**src/rtl/h2f_arb_pkg.sv**
```systemverilog
// Shared types and constants for the HPS/fabric register-port arbiter.
package h2f_arb_pkg;

    typedef enum logic [2:0] {
        ST_IDLE   = 3'd0,
        ST_CMD    = 3'd1,
        ST_RDWAIT = 3'd2,
        ST_ABORT  = 3'd3,
        ST_RDERR  = 3'd4
    } arb_state_t;

    localparam logic [63:0] ERR_DATA_DEFAULT = 64'hDEAD_BEEF_DEAD_BEEF;

    localparam logic [1:0] GNT_NONE = 2'b00;
    localparam logic [1:0] GNT_M0   = 2'b01;
    localparam logic [1:0] GNT_M1   = 2'b10;

endpackage

```
**src/rtl/arb_rr2.sv**
```systemverilog
// Two-way round-robin picker; the remembered winner loses the next tie.
module arb_rr2 import h2f_arb_pkg::*; (
    input  logic       clk,
    input  logic       rst_n,
    input  logic [1:0] i_req,
    input  logic       i_update,
    output logic [1:0] o_grant
);

    logic [1:0] r_last;

    always_comb begin
        o_grant = GNT_NONE;
        if (i_req == 2'b11) begin
            o_grant = (r_last == GNT_M0) ? GNT_M1 : GNT_M0;
        end else if (i_req[0]) begin
            o_grant = GNT_M0;
        end else if (i_req[1]) begin
            o_grant = GNT_M1;
        end
    end

    // Reset value points at m1 so m0 wins the first tie.
    always_ff @(posedge clk) begin
        if (!rst_n) begin
            r_last <= GNT_M1;
        end else if (i_update && (o_grant != GNT_NONE)) begin
            r_last <= o_grant;
        end
    end

endmodule

```
**src/rtl/h2f_reg_arbiter.sv**
```systemverilog
// Arbitrates the HPS bridge (m0) and a fabric master (m1) onto one register slave,
// with a response timeout that aborts the access and returns error data on reads.
//
// state  | meaning
// IDLE   | no owner; pick a requester and latch grant
// CMD    | granted master's command driven to slave until accepted
// RDWAIT | read accepted, waiting for s_readdatavalid
// ABORT  | timeout: release master's waitrequest, slave command dropped
// RDERR  | timed-out read: return ERR_DATA with readdatavalid
module h2f_reg_arbiter import h2f_arb_pkg::*; #(
    parameter int                      ADDRWIDTH = 10,
    parameter int                      DATAWIDTH = 64,
    parameter int                      TIMEOUT   = 256,
    parameter logic [DATAWIDTH-1:0]    ERR_DATA  = DATAWIDTH'(ERR_DATA_DEFAULT)
) (
    input  logic                       clk,
    input  logic                       rst_n,

    input  logic                       m0_read,
    input  logic                       m0_write,
    input  logic [ADDRWIDTH-1:0]       m0_address,
    input  logic [DATAWIDTH-1:0]       m0_writedata,
    input  logic [DATAWIDTH/8-1:0]     m0_byteenable,
    output logic [DATAWIDTH-1:0]       m0_readdata,
    output logic                       m0_readdatavalid,
    output logic                       m0_waitrequest,

    input  logic                       m1_read,
    input  logic                       m1_write,
    input  logic [ADDRWIDTH-1:0]       m1_address,
    input  logic [DATAWIDTH-1:0]       m1_writedata,
    input  logic [DATAWIDTH/8-1:0]     m1_byteenable,
    output logic [DATAWIDTH-1:0]       m1_readdata,
    output logic                       m1_readdatavalid,
    output logic                       m1_waitrequest,

    output logic                       s_read,
    output logic                       s_write,
    output logic [ADDRWIDTH-1:0]       s_address,
    output logic [DATAWIDTH-1:0]       s_writedata,
    output logic [DATAWIDTH/8-1:0]     s_byteenable,
    input  logic [DATAWIDTH-1:0]       s_readdata,
    input  logic                       s_readdatavalid,
    input  logic                       s_waitrequest,

    output logic [1:0]                 grant_o,
    output logic                       err_o,
    input  logic                       err_clr_i
);

    localparam int CNTW = ($clog2(TIMEOUT) + 1 > 9) ? $clog2(TIMEOUT) + 1 : 9;

    arb_state_t             r_state;
    arb_state_t             w_next_state;
    logic [1:0]             r_grant;
    logic                   r_op_read;
    logic                   r_err;
    logic [CNTW-1:0]        r_cnt;

    logic [1:0]             w_req;
    logic [1:0]             w_arb_grant;
    logic                   w_take;
    logic                   w_timeout;
    logic                   w_g_read;
    logic                   w_g_write;
    logic [ADDRWIDTH-1:0]   w_g_address;
    logic [DATAWIDTH-1:0]   w_g_writedata;
    logic [DATAWIDTH/8-1:0] w_g_byteenable;
    logic                   w_g_wait;
    logic                   w_g_rdv;
    logic [DATAWIDTH-1:0]   w_g_rdata;

    assign w_req     = {m1_read | m1_write, m0_read | m0_write};
    assign w_take    = (r_state == ST_IDLE) && (w_req != 2'b00);
    assign w_timeout = (r_cnt == CNTW'(TIMEOUT - 1));

    arb_rr2 u_arb (
        .clk      (clk),
        .rst_n    (rst_n),
        .i_req    (w_req),
        .i_update (w_take),
        .o_grant  (w_arb_grant)
    );

    assign w_g_read       = r_grant[1] ? m1_read       : m0_read;
    assign w_g_write      = r_grant[1] ? m1_write      : m0_write;
    assign w_g_address    = r_grant[1] ? m1_address    : m0_address;
    assign w_g_writedata  = r_grant[1] ? m1_writedata  : m0_writedata;
    assign w_g_byteenable = r_grant[1] ? m1_byteenable : m0_byteenable;

    always_ff @(posedge clk) begin
        if (!rst_n) begin
            r_state   <= ST_IDLE;
            r_grant   <= GNT_NONE;
            r_op_read <= 1'b0;
            r_err     <= 1'b0;
            r_cnt     <= '0;
        end else begin
            r_state <= w_next_state;
            if (w_take) begin
                r_grant   <= w_arb_grant;
                r_op_read <= w_arb_grant[1] ? m1_read : m0_read;
            end
            if ((r_state == ST_CMD) || (r_state == ST_RDWAIT)) begin
                r_cnt <= r_cnt + 1'b1;
            end else begin
                r_cnt <= '0;
            end
            // A timeout landing in the same cycle as a clear keeps the flag set.
            if (w_next_state == ST_ABORT) begin
                r_err <= 1'b1;
            end else if (err_clr_i) begin
                r_err <= 1'b0;
            end
        end
    end

    always_comb begin
        w_next_state = r_state;
        case (r_state)
            ST_IDLE: begin
                if (w_req != 2'b00) w_next_state = ST_CMD;
            end
            ST_CMD: begin
                if (!s_waitrequest) begin
                    w_next_state = (!r_op_read || s_readdatavalid) ? ST_IDLE : ST_RDWAIT;
                end else if (w_timeout) begin
                    w_next_state = ST_ABORT;
                end
            end
            ST_RDWAIT: begin
                if (s_readdatavalid)  w_next_state = ST_IDLE;
                else if (w_timeout)   w_next_state = ST_ABORT;
            end
            ST_ABORT: w_next_state = r_op_read ? ST_RDERR : ST_IDLE;
            ST_RDERR: w_next_state = ST_IDLE;
            default:  w_next_state = ST_IDLE;
        endcase
    end

    always_comb begin
        s_read       = 1'b0;
        s_write      = 1'b0;
        s_address    = '0;
        s_writedata  = '0;
        s_byteenable = '0;
        w_g_wait     = 1'b1;
        w_g_rdv      = 1'b0;
        w_g_rdata    = '0;
        case (r_state)
            ST_CMD: begin
                s_read       = w_g_read;
                s_write      = w_g_write;
                s_address    = w_g_address;
                s_writedata  = w_g_writedata;
                s_byteenable = w_g_byteenable;
                w_g_wait     = s_waitrequest;
                w_g_rdv      = s_readdatavalid;
                w_g_rdata    = s_readdata;
            end
            ST_RDWAIT: begin
                w_g_rdv   = s_readdatavalid;
                w_g_rdata = s_readdata;
            end
            ST_ABORT: w_g_wait = 1'b0;
            ST_RDERR: begin
                w_g_rdv   = 1'b1;
                w_g_rdata = ERR_DATA;
            end
            default: ;
        endcase
    end

    assign m0_waitrequest   = r_grant[0] ? w_g_wait  : 1'b1;
    assign m0_readdatavalid = r_grant[0] & w_g_rdv;
    assign m0_readdata      = r_grant[0] ? w_g_rdata : '0;
    assign m1_waitrequest   = r_grant[1] ? w_g_wait  : 1'b1;
    assign m1_readdatavalid = r_grant[1] & w_g_rdv;
    assign m1_readdata      = r_grant[1] ? w_g_rdata : '0;

    assign grant_o = r_grant;
    assign err_o   = r_err;

endmodule

```
**config.mk**
```make
export PLATFORM = sky130hd
export DESIGN_NAME = h2f_reg_arbiter
export DESIGN_NICKNAME = d
export VERILOG_FILES = /design/src/rtl/h2f_arb_pkg.sv /design/src/rtl/arb_rr2.sv /design/src/rtl/h2f_reg_arbiter.sv
export SDC_FILE = /design/constraint.sdc
export NUM_CORES = 1
export LEC_CHECK = 0
export ABC_AREA = 1
export BUFFER_PORTS_ARGS = -buffer_cell sky130_fd_sc_hd__buf_4
export CELL_PAD_IN_SITES_DETAIL_PLACEMENT = 1
export CELL_PAD_IN_SITES_GLOBAL_PLACEMENT = 1
export CORE_AREA = 3 3 175 177
export DETAILED_ROUTE_END_ITERATION = 8
export DIE_AREA = 0 0 178 180
export PLACE_DENSITY = 0.64
export SYNTH_ARGS = -nofsm -noshare
export SYNTH_HDL_FRONTEND = slang
export SYNTH_SLANG_ARGS = --single-unit
```
**constraint.sdc**
```tcl
create_clock -name clk -period 2.6 [get_ports clk]
set_input_delay 0.13 -clock clk [delete_from_list [all_inputs] [get_ports clk]]
set_output_delay 0.13 -clock clk [all_outputs]
set_load 0.03 [all_outputs]
```
; ---- After elaboration in Yosys (flattened, before gate mapping)
; Index checks and enable logic that the tools add are counted.
; Widths: inputs -> output; s select.
[totals]
reg_bits = 18
input_bits = 237
out_inout_bits = 219
elab_cells = 61
[op_classes]
add_sub_neg = 1
n_eq_ne = 8
muxes = 31
n_bitwise = 4
reduce_logical = 11
[op_table]
columns = op, count
row1 = $mux 64, 4
row2 = $pmux 64 s2, 1
row3 = $mux 10, 2
row4 = $mux 8, 2
row5 = $mux 3, 5
row6 = $pmux 3 s4, 1
row7 = $mux 2, 5
row8 = $add 9x1->9 const B, 1
row9 = $eq 3x2->1 const B, 3
row10 = $eq 9x8->1 const B, 1
row11 = $mux 1, 9
row12 = $reduce_bool 2->1, 3
row13 = $pmux 1 s2, 2
row14 = $eq 3x1->1 const B, 1
row15 = $eq 3x3->1 const B, 1
row16 = $logic_not 3->1, 1
row17 = $and 1x1->1, 2
row18 = $eq 2x1->1 const B, 1
row19 = $eq 2x2->1 const B, 1
row20 = $logic_and 1x1->1, 2
row21 = $logic_or 1x1->1, 2
row22 = $or 1x1->1, 2
row23 = $reduce_and 2->1, 1
row24 = $reduce_or 2->1, 1
row25 = $logic_not 1->1, 1

; ---- Longest topological paths before layout
; Gate-level depths: netlist of run 1.
[depth]
ltp_word = 7
ltp_mapped = 12
depth_no_buf = 12

; ---- Modules after synthesis
; A second synthesis of run 1 with hierarchy kept.
[hier_totals]
cells_unflattened = 627
hier_area_um2 = 3080.5
[modules_own_cells]
columns = module, n_inst, cells_per_inst, area_per_inst_um2
row1 = h2f_reg_arbiter, 1, 609, 2964.1
row2 = arb_rr2, 1, 18, 116.4

; ---- Least setup slack after synthesis of run 1
; Ideal clock, no wire load.
[synth_path]
kind = register to output
start = reg r_grant[1] (netlist: grant_o[1])
end = out m1_readdata[24]
t_arrival_ns = 1.893
setup_slack_ns = 0.577
stages_incl_launch_ff = 6
cell_sequence = dfxtp_1 buf_2 clkinv_1 buf_2 clkbuf_1 nor3_1
[synth_between]
elab_chain_cells = 1
[synth_rtl]
columns = item, line_no
row1 = from (decl), h2f_reg_arbiter.sv:55  ; logic [1:0] r_grant;
row2 = from (signal assigned), h2f_reg_arbiter.sv:101  ; r_grant <= w_arb_grant;
row3 = $mux 64, h2f_reg_arbiter.sv:179  ; assign m1_readdata = r_grant[1] ? w_g_rdata : '0;
row4 = to (decl), h2f_reg_arbiter.sv:33  ; output logic [DATAWIDTH-1:0] m1_readdata,
; Every way passes these cells.

; ---- Final worst setup path of run 1
[layout_path]
start = reg r_state[2]
end = out m0_readdata[22]
[layout_between]
elab_chain_cells = 4
[layout_rtl]
columns = item, line_no
row1 = from (decl), h2f_reg_arbiter.sv:53  ; arb_state_t r_state;
row2 = from (signal assigned), h2f_reg_arbiter.sv:99  ; r_state <= w_next_state;
row3 = $eq 3x1->1 or $eq 3x2->1 (tied branches), h2f_reg_arbiter.sv:150  ; case (r_state)
row4 = $reduce_or 2->1 (no line), --
row5 = $pmux 64 s2 *, h2f_reg_arbiter.sv:150
row6 = $mux 64 *, h2f_reg_arbiter.sv:176  ; assign m0_readdata = r_grant[0] ? w_g_rdata : '0;
row7 = to (decl), h2f_reg_arbiter.sv:24  ; output logic [DATAWIDTH-1:0] m0_readdata,
; Every way passes the cells marked *; elsewhere a longest branch is shown, timed or not.

==> results.txt, run 1 <==
dpl hpwl -> 19.1 mm
drt drc -> 0
pin count of the biggest net entering global routing -> 85
largest family of logic cells by synthesized area -> simple AND/OR/NAND/NOR gates
Register-to-Register Path Depth -> 12
clock tree buffer depth -> 2
vias per cell -> 3.91
mean area per synthesized cell -> 4.90 um2
CTS tree -> done
status -> completed
vias in the first global route -> 5566
Adder-Cell Fraction of Synth Area -> 0.817%
pwr/cell area -> 299 nW/um2
DR vias -> 5589
Clock Latency Late Sink -> 0.25 ns
# IOs -> 456
Area Growth Syn to Fin -> 127%
Post-Route WL -> 23.1 mm
fin. max-slew vios -> 0
fin util -> 23.6%
syn nets -> 864
Compound-Gate Fraction of Synth Area -> 23.3%
gr usage total -> 12.9%
Slew headroom -> 53.8%
Clock transition at path regs -> 0.06 ns
first-pass GRT wire length -> 33.2 mm
largest cells by area after synthesis -> nand2_1, a21oi_1, nor2_1, dfxtp_1, inv_1
share of layout cells above drive strength 1 -> 47.5%
Setup violations, final -> 0
worst hold start -> err_clr_i
worst clock skew -> 0.00899 ns
Crit Path Max Fanout -> 32
clock sink count -> 18
Port-buffer cells -> 455
GPL Wtd Cong -> 0.824
antenna-violating nets left -> 0
Critical Path RT -> 2.47 ns
WHS -> 0.128 ns
fraction of synthesized cell area in xor and xnor cells -> 0.572%
Final Hold Vio Count -> 0
min cycle time layout -> 2.16 ns
DIE AREA -> 32000 um2
Mapped Cells -> 625
Rows -> 63
Final nets -> 1278
leading area contributor after synthesis -> nand2_1
drt initial violations -> 214
Achievable Freq -> 464 MHz
area share of the leading cell type in the synthesized netlist -> 23.7%
Max VDD drop -> 248 uV
sequential fraction of the synthesis area -> 11.8%
worst slew pin tran -> 0.692 ns
CTS buffer count -> 3
Synth Register Bits -> 18
Post-Synth Simple-Gate Area -> 50.3%
initial antenna violation count -> 1
drt pass-1 iters -> 4
CTS H-tree lvls -> 1
leakage -> 3.58 nW
Mapped Area -> 3060 um2
Die Wd -> 178 um
antenna cells -> 0
Startpoint Class -> register
Post CTS Setup Buffer Count -> 0
total number of yosys warnings -> 0
Root Driver -> clkbuf_16
Worst EP arrival -> 2.03 ns
routed len/inst -> 16.2 um
total of max-cap violations -> 0
post-synth cell types -> 29
initial core utilization -> 10.4%
crit path kind -> register to primary output
PostCTS Resize Cnt -> 0
WHS Path Cells -> 3
Setup crit start -> r_state[2]
worst r2r src -> r_cnt[0]
CP Capture Type -> primary output
Core Region -> 29400 um2
Die Y -> 180 um
CTS Hold Buffers Added -> 0
multiplexer share of the synthesized area -> 0%
worst hold path type -> input pin to register
global route overflow -> 0
Tcrit/Tclk final -> 83.0%
RSZ-0062 raised after global routing -> no
TNS Setup -> 0 ns
-- area by class of cell --
cell class / count / area [um2]
well taps: 390 / 488
inverters: 38 / 145
fillers: 3786 / 22500
flip-flops and latches: 18 / 364
clock buffers: 4 / 78.8
repair buffers: 465 / 3570
multi-input cells: 513 / 2300
-- Yosys cell counts (all sizes together) --
cell type,n
inv,37
o21ai,2
clkbuf,31
xor2,1
ha,2
nand3,10
a21oi,139
clkinv,1
o211ai,1
nand2,196
nor3,34
xnor2,1
nand3b,1
or2,1
nor4,1
dfxtp,18
nor3b,2
nor2,120
nand4,2
buf,25
-- where the power goes --
part,internal (mW),switching [mW],total [mW]
logic,0.577,0.882,1.46
registers,0.288,0.0100,0.298
clock network,0.208,0.108,0.316
total,1.07,1.00,2.07
-- state kept, by name, summed over array words and instances (netlist names) --
signal	cells
err_o	1
u_arb.r_last	2
r_state	3
r_op_read	1
grant_o	2
r_cnt	9
-- metrics by stage --
stage               setup WS, ns  cells  instance area [um2]  total power, mW
detailed placement         0.707   1424                 6870             1.78
finish                     0.443   1428                 6940             2.07
CTS                        0.432   1428                 6940             2.10
global placement           0.797   1424                 6870             1.77
floorplan                  0.577    625                 3060             1.08
global route               0.238   1428                 6940             2.20
-- cells in the final DEF, fill, tap and decap left out, types with 2 or more instances in the layout --
cell	n
nand4_1	2
buf_4	459
nor3_1	23
nor2_1	118
inv_1	32
ha_1	2
nand2_4	2
nor3_2	11
clkbuf_16	3
nand2_1	193
nor2_4	2
nand3_1	10
buf_12	6
inv_2	5
a21oi_1	139
dfxtp_1	17
o21ai_0	2
-- layer usage --
metal | track usage [%] | share of wire [%] | up-vias
li1 | - | - | 2813
met1 | 14.4 | 38 | 2571
met2 | 25.4 | 54 | 176
met3 | 2.28 | 6.3 | 27
met4 | 2.01 | 1.4 | 2
met5 | 0 | 0.056 | -
-- final timing paths --
kind | endpoint | slack (ns)
setup / recovery | m0_readdata[22] | 0.44
hold / removal | err_o | 0.13
setup reg to reg | err_o | 0.80
hold reg to reg | r_cnt[0] | 0.46
-- cell families (layout without fill, tap and decap cells) --
| family | Yosys count | in the layout |
|---|---|---|
| flip-flops | 18 | 18 |
| AND/OR/NAND/NOR | 367 | 367 |
| buffers and inverters | 94 | 507 |
| adder cells (fa/ha/maj) | 2 | 2 |
| XOR/XNOR | 2 | 2 |
| AO/OA/AOI/OAI | 142 | 142 |
-- critical path, stage by stage (launching register included) --
cell and delay [ns]:
dfxtp_1 0.32, inv_2 0.13, nand2_2 0.09, nor2_4 0.12
inv_2 0.08, nand2_4 0.21, inv_2 0.31, nor3_1 0.27
buf_4 0.21
Power figures use the tool's default switching activity.
==> inputs of run 2 (changes only) <==
--- a/config.mk
+++ b/config.mk
@@ -5,14 +5,14 @@
 export SDC_FILE = /design/constraint.sdc
 export NUM_CORES = 1
 export LEC_CHECK = 0
-export ABC_AREA = 1
+export ABC_AREA = 0
 export BUFFER_PORTS_ARGS = -buffer_cell sky130_fd_sc_hd__buf_4
 export CELL_PAD_IN_SITES_DETAIL_PLACEMENT = 1
 export CELL_PAD_IN_SITES_GLOBAL_PLACEMENT = 1
-export CORE_AREA = 3 3 175 177
+export CORE_AREA = 3 3 178 180
 export DETAILED_ROUTE_END_ITERATION = 8
-export DIE_AREA = 0 0 178 180
-export PLACE_DENSITY = 0.64
+export DIE_AREA = 0 0 181 183
+export PLACE_DENSITY = 0.6
 export SYNTH_ARGS = -nofsm -noshare
 export SYNTH_HDL_FRONTEND = slang
 export SYNTH_SLANG_ARGS = --single-unit
==> constraint.sdc (replaced) <==
create_clock -name clk -period 2 [get_ports clk]
set_input_delay 0.1 -clock clk [delete_from_list [all_inputs] [get_ports clk]]
set_output_delay 0.1 -clock clk [all_outputs]
set_load 0.03 [all_outputs]
==> run 2 against run 1 <==
  * Synthesized area rose by 4.0%
  * Register-to-register slack got worse by 0.54 ns
  * Largest cell class unchanged
  * Setup slack got worse by 0.36 ns
  * Sequential power rose by 37%
  * Critical path depth fell by 5
  * Total power rose by 41%
  * Clock skew fell by 0.0051 ns
  * Core utilization rose by 0.45 points
  * Critical path type unchanged
  * First-iteration DRC count fell by 41%
  * Final area rose by 5.2%
  * Critical endpoint is now s_writedata[30]
==> results.txt, run 2 <==
# IOs -> 456 (unchanged)
sequential fraction of the synthesis area -> 11.3% (-0.45 points)
Setup violations, final -> 0 (unchanged)
cell with the most instances after synthesis -> nor2b_1
Final nets -> 1159 (-9.3%)
Startpoint Class -> register
Root Driver -> clkbuf_16
Clock transition at path regs -> 0.05 ns (about the same)
clock tree buffer depth -> 2 (unchanged)
drt drc -> 0 (unchanged)
Die Wd -> 181 um (+1.7%)
status -> completed
switching pwr -> 1.33 mW (+33%)
CTS buffer count -> 3 (unchanged)
Hold Path End -> u_arb.r_last[1]
fin. max-slew vios -> 0 (unchanged)
Mapped Cells -> 486 (-22%)
largest cells by area after synthesis -> mux2i_1, nor2b_1, nor2_1, dfxtp_1, a21oi_1
Area Growth Syn to Fin -> 129%
Switching Fraction -> 45.6% (-2.6 points)
Post-synth EDFFs -> 0 (unchanged)
Post CTS Setup Buffer Count -> 0 (unchanged)
combinational share of power -> 72.0% (+1.6 points)
Die Y -> 183 um (+1.7%)
fin cells -> 1315 (-7.9%)
area share of the leading cell type in the synthesized netlist -> 26.4% (+2.7 points)
routed len/inst -> 16.9 um (+4.5%)
total number of yosys warnings -> 0 (unchanged)
dpl ws -> 0.162 ns (-0.545 ns)
Fillers -> 3784 (-0.053%)
Tcrit/Tclk final -> 96.0%
Post-Route WL -> 22.3 mm (-3.7%)
dpl hpwl -> 19.3 mm (+1.4%)
final worst slack -> 0.0796 ns (-0.363 ns)
Cell Int Power -> 1.59 mW (+48%)
worst hold path type -> input pin to register
Largest regs -> r_cnt x9, r_state x3
worst slew pin tran -> 0.435 ns (-0.257 ns)
WHS -> 0.0646 ns (-0.0629 ns)
Synth async-reset ratio -> 0% (unchanged)
Critical Path RT -> 1.90 ns (-0.57 ns)
placed insts -> 1311 (-7.9%)
Rows -> 64 (+1.6%)
min cycle time layout -> 1.92 ns
global route overflow -> 0 (unchanged)
register area -> 374 um2 (+2.7%)
Top reg by flops -> r_cnt
leakage -> 3.58 nW (+0.20%)
critical path, cell by cell -> or3b_4 > nor2_1 > buf_4
Core Region -> 30300 um2 (+3.2%)
clock share of power -> 14.0% (-1.3 points)
initial antenna violation count -> 1 (unchanged)
Max VDD drop -> 251 uV (+1.1%)
top cells by count, synth -> nor2b_1, nor2_1, mux2i_1, a21oi_1, clkbuf_1
power consumption -> 2.92 mW (+41%)
Register-to-Register Path Depth -> 8 (-4)
worst r2r src -> r_cnt[0]
Crit Path Max Fanout -> 27 (-16%)
PostCTS Resize Cnt -> 2 (+2)
worst clock skew -> 0.00392 ns (-0.00507 ns)
DR vias -> 5061 (-9.4%)
leading cell type in the layout, fill and taps excluded -> buf_4
max reg flops -> 9 (unchanged)
pwr/cell area -> 399 nW/um2 (+34%)
Slew headroom -> 70.8% (+17 points)
reg2reg end -> err_o
Critical-path top delay cell -> or3b_4
CTS Hold Buffers Added -> 0 (unchanged)
Worst EP arrival -> 1.82 ns (-0.21 ns)
CTS H-tree lvls -> 1 (unchanged)
drt pass-1 iters -> 4 (unchanged)
DIE AREA -> 33100 um2 (+3.4%)
antenna-violating nets left -> 0 (unchanged)
fin util -> 24.1% (+0.45 points)
Clock Latency Late Sink -> 0.25 ns (about the same)
Port-buffer cells -> 455 (unchanged)
first-pass GRT wire length -> 31.6 mm (-4.7%)
CTS tree -> done
Buf+Inv Stages, Crit Path -> 1 (-3)
mean area per synthesized cell -> 6.55 um2 (+34%)
Final Hold Vio Count -> 0 (unchanged)
drt initial violations -> 126 (-41%)
Synth Register Bits -> 18 (unchanged)
family with the most delay on the worst path -> simple AND/OR/NAND/NOR gates
RSZ-0062 raised after global routing -> yes
share of layout cells above drive strength 1 -> 53.6% (+6.2 points)
clock sink count -> 18 (unchanged)
CP Capture Type -> primary output
Post-synth top flop -> dfxtp_1
leading area contributor after synthesis -> mux2i_1
GPL Wtd Cong -> 0.813 (-1.3%)
CP peak stage delay -> 0.58 ns (+0.26 ns)
R2R Setup Slk -> 0.26 ns (-0.54 ns)
Mapped Area -> 3180 um2 (+4.0%)
gr usage total -> 12.0% (-0.86 points)
commonest non-fill, non-tap cells in the layout -> buf_4, nor2b_1, nor2_1, mux2i_1, a21oi_1
sequential fraction of design power -> 14.0% (-0.4 points)
crit path kind -> register to primary output
total of max-cap violations -> 0 (unchanged)
worst hold start -> rst_n
post-synth cell types -> 32 (+10%)
syn nets -> 725 (-16%)
initial core utilization -> 10.5% (+0.079 points)
pin count of the biggest net entering global routing -> 68 (-20%)
Achievable Freq -> 521 MHz
WHS Path Cells -> 2 (-1)
vias in the first global route -> 5158 (-7.3%)
vias per cell -> 3.85 (-1.7%)
multi-input logic area -> 2640 um2 (+15%)
antenna cells -> 0 (unchanged)
## run 2: power groups by stage
| stage | Clock, mW | Sequential [mW] | Combinational [mW] |
|---|---|---|---|
| after floorplan | 0 | 0.401 | 1.09 |
| after global placement | 0 | 0.415 | 2.12 |
| after detailed placement | 0 | 0.415 | 2.13 |
| after CTS | 0.428 | 0.409 | 2.13 |
| after global routing | 0.442 | 0.411 | 2.24 |
| final | 0.408 | 0.407 | 2.10 |
## run 2: cells by family (layout without fill, tap and decap cells)
logic type,Yosys count,after routing,share of synthesized area (%)
AND/OR/NAND/NOR,257,257,42.1
multiplexers,84,84,26.4
AO/OA/AOI/OAI,65,65,10.8
buffers and inverters,53,486,6.60
flip-flops,18,18,11.3
XOR/XNOR,7,7,1.93
adder cells (fa/ha/maj),2,2,0.786
## run 2: worst max-delay path by stage
stage	startpoint	to	slack [ns]	cells after the start
finish	r_state[1]	s_writedata[30]	0.08	3
global route	r_state[1]	m0_readdata[39]	-0.003	7
CTS	r_state[1]	m0_readdata[30]	0.02	7
detailed placement	r_cnt[0]	err_o	0.16	8
global placement	r_cnt[0]	err_o	0.21	8
floorplan	grant_o[1]	s_address[0]	0.002	5
## run 2: cell type report
cell class | instances | share of cell area [%]
Clock buffer | 4 | 1.08
Inverter | 4 | 0.206
Multi-Input combinational cell | 415 | 36.2
Sequential cell | 18 | 5.12
Tap cell | 396 | 6.78
Timing Repair Buffer | 478 | 50.7
## run 2: stage by stage
| stage | TNS, ns | area (um2) |
|---|---|---|
| global route | -0.00534 | 7310 |
| floorplan | 0 | 3180 |
| global placement | 0 | 7190 |
| CTS | 0 | 7270 |
| detailed placement | 0 | 7190 |
| finish | 0 | 7310 |
## run 2: metal layers
metal | vias up | global-route usage (%) | share of wire [%]
met5 | - | 0 | 0.058
met4 | 2 | 2.59 | 1.5
met3 | 19 | 2.50 | 8.2
met2 | 268 | 20.9 | 48
met1 | 2286 | 15.5 | 42
li1 | 2486 | - | -
==> inputs of run 3 (changes only) <==
--- a/config.mk
+++ b/config.mk
@@ -6,7 +6,7 @@
 export NUM_CORES = 1
 export LEC_CHECK = 0
 export ABC_AREA = 0
-export BUFFER_PORTS_ARGS = -buffer_cell sky130_fd_sc_hd__buf_4
+export BUFFER_PORTS_ARGS = -buffer_cell sky130_fd_sc_hd__buf_2
 export CELL_PAD_IN_SITES_DETAIL_PLACEMENT = 1
 export CELL_PAD_IN_SITES_GLOBAL_PLACEMENT = 1
 export CORE_AREA = 3 3 178 180
==> run 3 against run 2 <==
  * Total power fell by 9.0%
  * Sequential share of layout area is 0.82 points higher
  * Critical path type unchanged
  * Die area did not move
  * Worst hold slack gained 0.030 ns
  * Setup slack better by 0.047 ns
==> results.txt, run 3 (synthesis gave the netlist of run 2 again) <==
status -> completed
pwr/cell area -> 428 nW/um2 (+7.3%)
Rows -> 64 (unchanged)
Root Driver -> clkbuf_16
initial antenna violation count -> 2 (+1)
CTS Hold Buffers Added -> 0 (unchanged)
Final nets -> 1160 (+0.086%)
commonest non-fill, non-tap cells in the layout -> buf_2, nor2b_1, nor2_1, mux2i_1, a21oi_1
Clock Latency Late Sink -> 0.25 ns (about the same)
CTS buffer count -> 3 (unchanged)
CTS tree -> done
Largest regs -> r_cnt x9, r_state x3
Startpoint Class -> register
reg2reg end -> err_o
clock sink count -> 18 (unchanged)
DR vias -> 5060 (-0.020%)
Port-buffer cells -> 455 (unchanged)
Worst setup endpoint -> m1_readdata[32]
initial core utilization -> 10.5% (unchanged)
DP Area -> 6060 um2 (-16%)
clock tree buffer depth -> 2 (unchanged)
first-pass GRT wire length -> 29.7 mm (-6.2%)
total of max-cap violations -> 0 (unchanged)
worst r2r src -> r_cnt[0]
gr usage total -> 11.2% (-0.88 points)
Crit Path Max Fanout -> 19 (-30%)
min cycle time layout -> 1.87 ns (-0.0473 ns)
Register-to-Register Path Depth -> 8 (unchanged)
Setup violations, final -> 0 (unchanged)
R2R Setup Slk -> 0.18 ns (-0.08 ns)
drt drc -> 0 (unchanged)
antenna-violating nets left -> 0 (unchanged)
Critical Path RT -> 1.90 ns (about the same)
Area Growth Syn to Fin -> 94.5%
antenna cells -> 0 (unchanged)
leakage -> 3.37 nW (-6.0%)
vias in the first global route -> 4995 (-3.2%)
Final Cell Area -> 6190 um2 (-15%)
Core Region -> 30300 um2 (unchanged)
Worst EP arrival -> 1.77 ns (-0.05 ns)
Die Wd -> 181 um (unchanged)
global route overflow -> 0 (unchanged)
Final Hold Vio Count -> 0 (unchanged)
# IOs -> 456 (unchanged)
GPL Wtd Cong -> 0.772 (-5.1%)
Clock transition at path regs -> 0.05 ns (about the same)
drt pass-1 iters -> 4 (unchanged)
fin util -> 20.4% (-3.7 points)
worst hold path type -> input pin to register
crit path kind -> register to primary output
fin. max-slew vios -> 0 (unchanged)
placed insts -> 1308 (-0.23%)
Die Y -> 183 um (unchanged)
drt initial violations -> 115 (-8.7%)
CTS H-tree lvls -> 1 (unchanged)
CP Capture Type -> primary output
Post-Route WL -> 21.2 mm (-5.1%)
max reg flops -> 9 (unchanged)
DIE AREA -> 33100 um2 (unchanged)
fin cells -> 1316 (+0.076%)
Setup crit start -> r_state[1]
Tcrit/Tclk final -> 93.7% (-2.4 points)
share of layout cells above drive strength 1 -> 53.4% (-0.28 points)
Top reg by flops -> r_cnt
worst clock skew -> 0.00135 ns (-0.00257 ns)
Slew headroom -> 67.9% (-2.9 points)
TNS Setup -> 0 ns (unchanged)
vias per cell -> 3.84 (about the same)
pin count of the biggest net entering global routing -> 72 (+5.9%)
Max VDD drop -> 378 uV (+51%)
routed len/inst -> 16.1 um (-5.1%)
Achievable Freq -> 534 MHz (+2.5%)
leading cell type in the layout, fill and taps excluded -> buf_2
RSZ-0062 raised after global routing -> no
worst slew pin tran -> 0.478 ns (+0.0432 ns)
dpl hpwl -> 18.2 mm (-6.1%)
run 3: changes by cell type in the layout (fill, tap and decap cells not counted), moves of 2 or more:
| cell | delta |
|---|---|
| dfxtp_4 | -2 |
| buf_4 | -454 |
| buf_2 | +452 |
| buf_12 | +4 |
run 3: critical path: stages, from the launching register on:
cell and delay, ns:
dfxtp_2 0.35, xnor2_1 0.25, nor2_4 0.08, buf_4 0.17
clkbuf_16 0.18, a21oi_1 0.23, nor2b_1 0.08, buf_2 0.18
run 3: repair_timing:
item	CTS	global route
setup buffers	0	3
endpoints found under the hold margin	0	0
cloned	0	1
endpoints found under the setup margin	4	80
resized for setup	1	1
pin swaps	0	1
run 3: cell type report:
type	count	area [um2]
multi-input cells	415	2630
well taps	396	495
repair buffers	479	2610
flip-flops and latches	18	368
fillers	3857	24200
clock buffers	4	78.8
inverters	4	15.0
run 3: worst min path at each step:
stage                      from         endpoint  cells after the start
final                     rst_n  u_arb.r_last[1]                      2
after global routing      rst_n  u_arb.r_last[1]                      2
after CTS                 rst_n  u_arb.r_last[1]                      2
after detailed placement  rst_n  u_arb.r_last[1]                      2
after global placement    rst_n  u_arb.r_last[1]                      2
after floorplan           rst_n  u_arb.r_last[1]                      1
run 3: routing by layer:
metal / up-vias / global-route usage [%] / wire length (um)
met5: - / 0 / 32
met4: 4 / 1.13 / 69
met3: 8 / 2.06 / 1720
met2: 262 / 19.5 / 10100
met1: 2300 / 14.9 / 9240
li1: 2486 / - / -
run 3: power breakdown:
group | total, mW | switching [mW] | internal, mW
Clock | 0.399 | 0.128 | 0.270
Combinational | 1.85 | 1.15 | 0.699
Sequential | 0.401 | 0.0253 | 0.376
Total | 2.65 | 1.31 | 1.35
run 3: per-stage QoR:
stage	setup slack (ns)	hold slack, ns	power, mW
2_1_floorplan	0.00159	0.162	1.49
3_3_place_gp	0.169	0.347	2.25
3_5_place_dp	0.176	0.353	2.26
4_1_cts	0.00590	0.0939	2.67
5_1_grt	0.0105	0.114	2.83
6_report	0.127	0.0943	2.65
